$ cat src/rtl/key_sched_pkg.sv
// Shared state encoding and widths for the key scheduler.
package key_sched_pkg;

    localparam int STATE_W = 2;
    localparam int FAIL_W  = 4;

    typedef enum logic [STATE_W-1:0] {
        IDLE    = 2'd0,
        CHECK   = 2'd1,
        RUN     = 2'd2,
        LOCKOUT = 2'd3
    } state_t;

endpackage

$ cat src/rtl/key_idx_ctr.sv
// Wrapping bit-index counter for the key schedule; clear beats step,
// and the index is held at zero whenever the schedule is not running.
module key_idx_ctr #(
    parameter int KEY_W = 8,
    parameter int IDX_W = (KEY_W > 1) ? $clog2(KEY_W) : 1
) (
    input  logic             clk,
    input  logic             rst,
    input  logic             run,
    input  logic             step,
    input  logic             clear,
    output logic [IDX_W-1:0] next_idx
);

    localparam logic [IDX_W-1:0] LAST = IDX_W'(KEY_W - 1);

    logic [IDX_W-1:0] idx;

    // NOTE: every always_comb output gets a default first so no path leaves it unassigned (no latch).
    always_comb begin
        next_idx = idx;
        if (!run || clear) begin
            next_idx = '0;
        end else if (step) begin
            next_idx = (idx == LAST) ? '0 : idx + 1'b1;
        end
    end

    // NOTE: sequential state uses non-blocking assignments so all flops update together at the edge.
    always_ff @(posedge clk or posedge rst) begin
        if (rst) idx <= '0;
        else     idx <= next_idx;
    end

endmodule

$ cat src/rtl/key_sched.sv
// Key scheduler: loads a candidate key, checks it against GOLDEN_KEY and
// serialises it LSB first on step. Define KEY_SCHED_LOCKOUT_EN for tamper lockout.
module key_sched
    import key_sched_pkg::*;
#(
    parameter int               KEY_W      = 8,
    parameter logic [KEY_W-1:0] GOLDEN_KEY = 8'hA5,
    parameter int               MAX_FAIL   = 3
) (
    input  logic              clk,
    input  logic              rst,
    input  logic              key_valid,
    output logic              key_ready,
    input  logic [KEY_W-1:0]  key_data,
    input  logic              step,
    input  logic              clear,
    output logic              key_bit,
    output logic              unlocked,
    output logic              locked_out,
    output logic [FAIL_W-1:0] fail_cnt
);

    localparam int                IDX_W    = (KEY_W > 1) ? $clog2(KEY_W) : 1;
    localparam logic [FAIL_W-1:0] FAIL_SAT = '1;

    if (KEY_W < 2 || KEY_W > 32 || MAX_FAIL < 1 || MAX_FAIL > 15) begin : g_param_check
        $error("key_sched: KEY_W or MAX_FAIL out of range");
    end

    state_t            state;
    state_t            state_next;
    logic [KEY_W-1:0]  key_reg;
    logic [IDX_W-1:0]  next_idx;
    logic              key_match;
    logic              lock_hit;
    logic [FAIL_W-1:0] fail_inc;
    logic              ready_d;
    logic              key_bit_d;
    logic              unlocked_d;
    logic              locked_out_d;
    logic [FAIL_W-1:0] fail_d;

    assign key_match = (key_reg == GOLDEN_KEY);
    assign fail_inc  = (fail_cnt == FAIL_SAT) ? fail_cnt : fail_cnt + 1'b1;

`ifdef KEY_SCHED_LOCKOUT_EN
    assign lock_hit = (fail_inc == FAIL_W'(MAX_FAIL));
`else
    assign lock_hit = 1'b0;
`endif

    key_idx_ctr #(
        .KEY_W (KEY_W),
        .IDX_W (IDX_W)
    ) u_idx (
        .clk      (clk),
        .rst      (rst),
        .run      (state == RUN),
        .step     (step),
        .clear    (clear),
        .next_idx (next_idx)
    );

    always_ff @(posedge clk or posedge rst) begin
        if (rst) state <= IDLE;
        else     state <= state_next;
    end

    always_comb begin
        state_next = state;
        case (state)
            IDLE:    if (key_valid) state_next = CHECK;
            CHECK: begin
                if (clear)                      state_next = IDLE;
                else if (!key_match && lock_hit) state_next = LOCKOUT;
                else                            state_next = RUN;
            end
            RUN:     if (clear) state_next = IDLE;
            default: state_next = state;  // LOCKOUT is left only through reset
        endcase
    end

    // Outputs are computed one edge early so they can all be registered.
    always_comb begin
        ready_d      = (state_next == IDLE);
        key_bit_d    = (state_next == RUN) && key_reg[next_idx];
        unlocked_d   = unlocked;
        fail_d       = fail_cnt;
`ifdef KEY_SCHED_LOCKOUT_EN
        locked_out_d = (state_next == LOCKOUT);
`else
        locked_out_d = 1'b0;
`endif
        if (state == CHECK && !clear) begin
            unlocked_d = key_match;
            fail_d     = key_match ? '0 : fail_inc;
        end else if (state_next == IDLE) begin
            unlocked_d = 1'b0;
        end
    end

    always_ff @(posedge clk or posedge rst) begin
        if (rst) begin
            key_reg    <= '0;
            key_ready  <= 1'b1;
            key_bit    <= 1'b0;
            unlocked   <= 1'b0;
            locked_out <= 1'b0;
            fail_cnt   <= '0;
        end else begin
            if (state == IDLE && key_valid) key_reg <= key_data;
            key_ready  <= ready_d;
            key_bit    <= key_bit_d;
            unlocked   <= unlocked_d;
            locked_out <= locked_out_d;
            fail_cnt   <= fail_d;
        end
    end

endmodule

$ cat config.mk
export PLATFORM = sky130hd
export DESIGN_NAME = key_sched
export DESIGN_NICKNAME = d
export VERILOG_FILES = /design/src/rtl/key_sched_pkg.sv /design/src/rtl/key_idx_ctr.sv /design/src/rtl/key_sched.sv
export SDC_FILE = /design/constraint.sdc
export NUM_CORES = 1
export LEC_CHECK = 0
export ABC_AREA = 0
export ABC_CLOCK_PERIOD_IN_PS = 2350
export CAP_MARGIN = 40
export CORE_UTILIZATION = 49
export DETAILED_ROUTE_END_ITERATION = 16
export PLACE_DENSITY_LB_ADDON = 0.2
export REMOVE_ABC_BUFFERS = 1
export SLEW_MARGIN = 20
export SYNTH_ARGS = -nofsm -noshare
export SYNTH_HDL_FRONTEND = slang
export SYNTH_SLANG_ARGS = --single-unit
$ cat constraint.sdc
create_clock -name clk -period 2.35 [get_ports clk]
set_clock_uncertainty 0.2 [all_clocks]
set_input_delay 0.3525 -clock clk [delete_from_list [all_inputs] [get_ports clk]]
set_output_delay 0.3525 -clock clk [all_outputs]
set_load 0.005 [all_outputs]
==> metrics.txt <==
status completed; worst-path maximum fanout 5; Post-DRT Antenna Nets 0; Final Slew Violations 0; Crit Path Class flop to flop; cell area after synthesis 983.4 µm²; initial drt markers 5; worst setup margin 0.1033 ns; Layout Cells excl Fill between 100 and 150; max-cap violations 0; area delta synth->final 29.64%; clock tree from TritonCTS built; Detailed Route WL 1.892 mm; Net Sw Power 429.4 µW; most common cell type on the critical path ha_1; Max Root-Sink Buffers 2; nets between 100 and 150; slowest stage delay, CP ~0.42 ns; Port Buffer Count 19; drt pass-1 iters 4; post-DP HPWL 1.321 mm; PD cells 1037 nW/µm²; Final Hold Viols 0; leakage 0.5504 nW; clock power share between 10% and 20%; CP max stage cell dfrtp_1; combinational power share 37.9%; syn_area_per_cell 12.29 µm²; post-place setup slack 0.03819 ns; worst hold path type input pin to async pin; post-synthesis sequential area ratio 51.02%; Yosys cell types 35; post-layout total power 1.322 mW; Clock transition at path regs between 0.1 and 0.15 ns; Post-synth top cells 19 x dfrtp_1, 8 x mux2_2, 7 x nor2_1; Post-route DRC 0; Final period util ~96%; placed insts 125; Primary FF master, synth dfrtp_1; Final GP Congestion 0.7535; critical path startpoint category flop; share of layout cells above drive strength 1 25.47%; Synth top area share between 40% and 50%; max FFs per register 8; Routed wire per std cell 14.44 µm; DIE HEIGHT 46.80 µm; Critical Path Sink Type flop; CTS sink count 20; crit path buf inv count 0; hold_buf cts 0; Setup violations, final 0; Via density 5.427; largest net degree at the start of global routing 21; Fillers 147; vias in the first global route 726; number of antenna violations at the first check in global routing 0; Initial Util between 50% and 60%; R2R Setup Slk 0.10 ns; fmax 0.4451 GHz; Post-synth ARST share 100.0%; Top delay family on crit path compound AO/OA/AOI/OAI gates; Inserted Diodes 0; minimum clock period after layout between 2 and 2.5 ns; root buf cell clkbuf_4; arrival time at the worst endpoint approximately 2.3 ns; Global Route Usage Sum 20.31%; flops & latches, synth 20; Worst-Skew Late Latency 0.30 ns; CTS buffer count 3; Cell Rows 15; H-tree Lvls 1; critical path, cell by cell ha_1, ha_1, or3b_4, a21oi_4, mux2i_1, a211oi_2, o211a_1; die width 46.80 µm; Gate Count Post-Synth 80; Int Pwr 892.8 µW; Synth area leaders dfrtp_1 48%, mux2_2 9.2%, mux2i_1 5.1%; Peak VDD IR 0.5519 mV; Switching Share 32.47%; most common cell in the netlist dfrtp_1; full die area around 2200 µm²; sequential power share 47.1%; via count 711; worst endpoint required time 2.35 ns; first-pass GRT wire length ~3.0 mm; area leader, netlist dfrtp_1; Post-synth EDFFs 0; Core ar. 1802 µm²; I/O pin count 21; grt total ovfl 0; YS warnings 0
==> kinds of logic (layout without fill, tap and decap cells) <==
logic type               after synthesis  after routing  share of synthesized area [%]
flip-flops                            20             20                          51.02
multiplexers                          13             13                          14.25
buffers and inverters                  5             31                          2.290
AO/OA/AOI/OAI                          9              9                          9.034
other                                  1              1                         0.3813
XOR/XNOR                               4              4                          3.563
AND/OR/NAND/NOR                       24             24                          14.63
adder cells (fa/ha/maj)                4              4                          4.835
==> stage by stage <==
step	area [µm²]	hold WS (ns)	util, %	TNS, ns
after global routing	1275	0.1953	70.76	-0.009590
after detailed placement	1216	0.3125	67.50	0
after global placement	1216	0.3135	67.50	0
final	1275	0.1704	70.76	0
after CTS	1252	0.1733	69.51	0
after floorplan	972.2	0.1156	-	0
==> worst reg2reg max path, stage by stage (launching register included) <==
cell and delay [ns]:
dfrtp_1 0.42, ha_1 0.20, ha_1 0.17, or3b_4 0.39, a21oi_4 0.21, mux2i_1 0.31, a211oi_2 0.12, o211a_1 0.12
==> worst paths after layout <==
path / start / to / cells past startpoint
worst max-delay path: u_idx.idx[0]$_DFF_PP0_ / key_bit$_DFF_PP0_ / 7
worst min-delay path: rst / u_idx.idx[0]$_DFF_PP0_ / 3
worst max register to register: u_idx.idx[0]$_DFF_PP0_ / key_bit$_DFF_PP0_ / 7
worst min register to register: unlocked$_DFFE_PP0P_ / unlocked$_DFFE_PP0P_ / 2
max in group asynchronous: rst / key_ready$_DFF_PP1_ / 3
min in group clk: unlocked$_DFFE_PP0P_ / unlocked$_DFFE_PP0P_ / 2
==> final cells by class <==
type	count	area, µm²	share of cell area (%)
multi-input combinational	55	466.7	36.60
clock buffer	4	36.28	2.846
inverter	3	11.26	0.8832
timing repair buffer	24	227.7	17.86
sequential	20	501.7	39.35
tap	25	31.28	2.453
==> power groups by stage <==
stage	Clock (mW)	Combinational, mW	Sequential (mW)
6_report	0.199	0.501	0.622
5_1_grt	0.218	0.545	0.641
4_1_cts	0.205	0.485	0.623
3_5_place_dp	0	0.479	0.627
3_3_place_gp	0	0.465	0.618
2_1_floorplan	0	0.302	0.600
==> placed cells by master (no fill, tap or decap), types with 2 or more instances in the layout <==
cell type / n
dfrtp_1: 19
clkdlybuf4s50_1: 19
mux2_2: 8
nor2_1: 7
mux2i_1: 5
buf_4: 5
inv_1: 3
nand2_1: 3
ha_1: 3
clkbuf_4: 3
or3b_4: 2
or2b_2: 2
xnor2_1: 2
nand2b_1: 2
xor2_1: 2
==> per-layer routing <==
metal	track usage, %	vias to the layer above	routed length (µm)
met2	34.72	13	987
met4	12.57	0	26
li1	-	334	-
met1	23.44	360	832
met5	0	-	0
met3	3.846	4	45
==> timing repair <==
action,in CTS,in global routing
setup endpoints to repair,0,1
setup buffers,0,2
resized for setup,0,2
(Power assumes the default switching activity.)
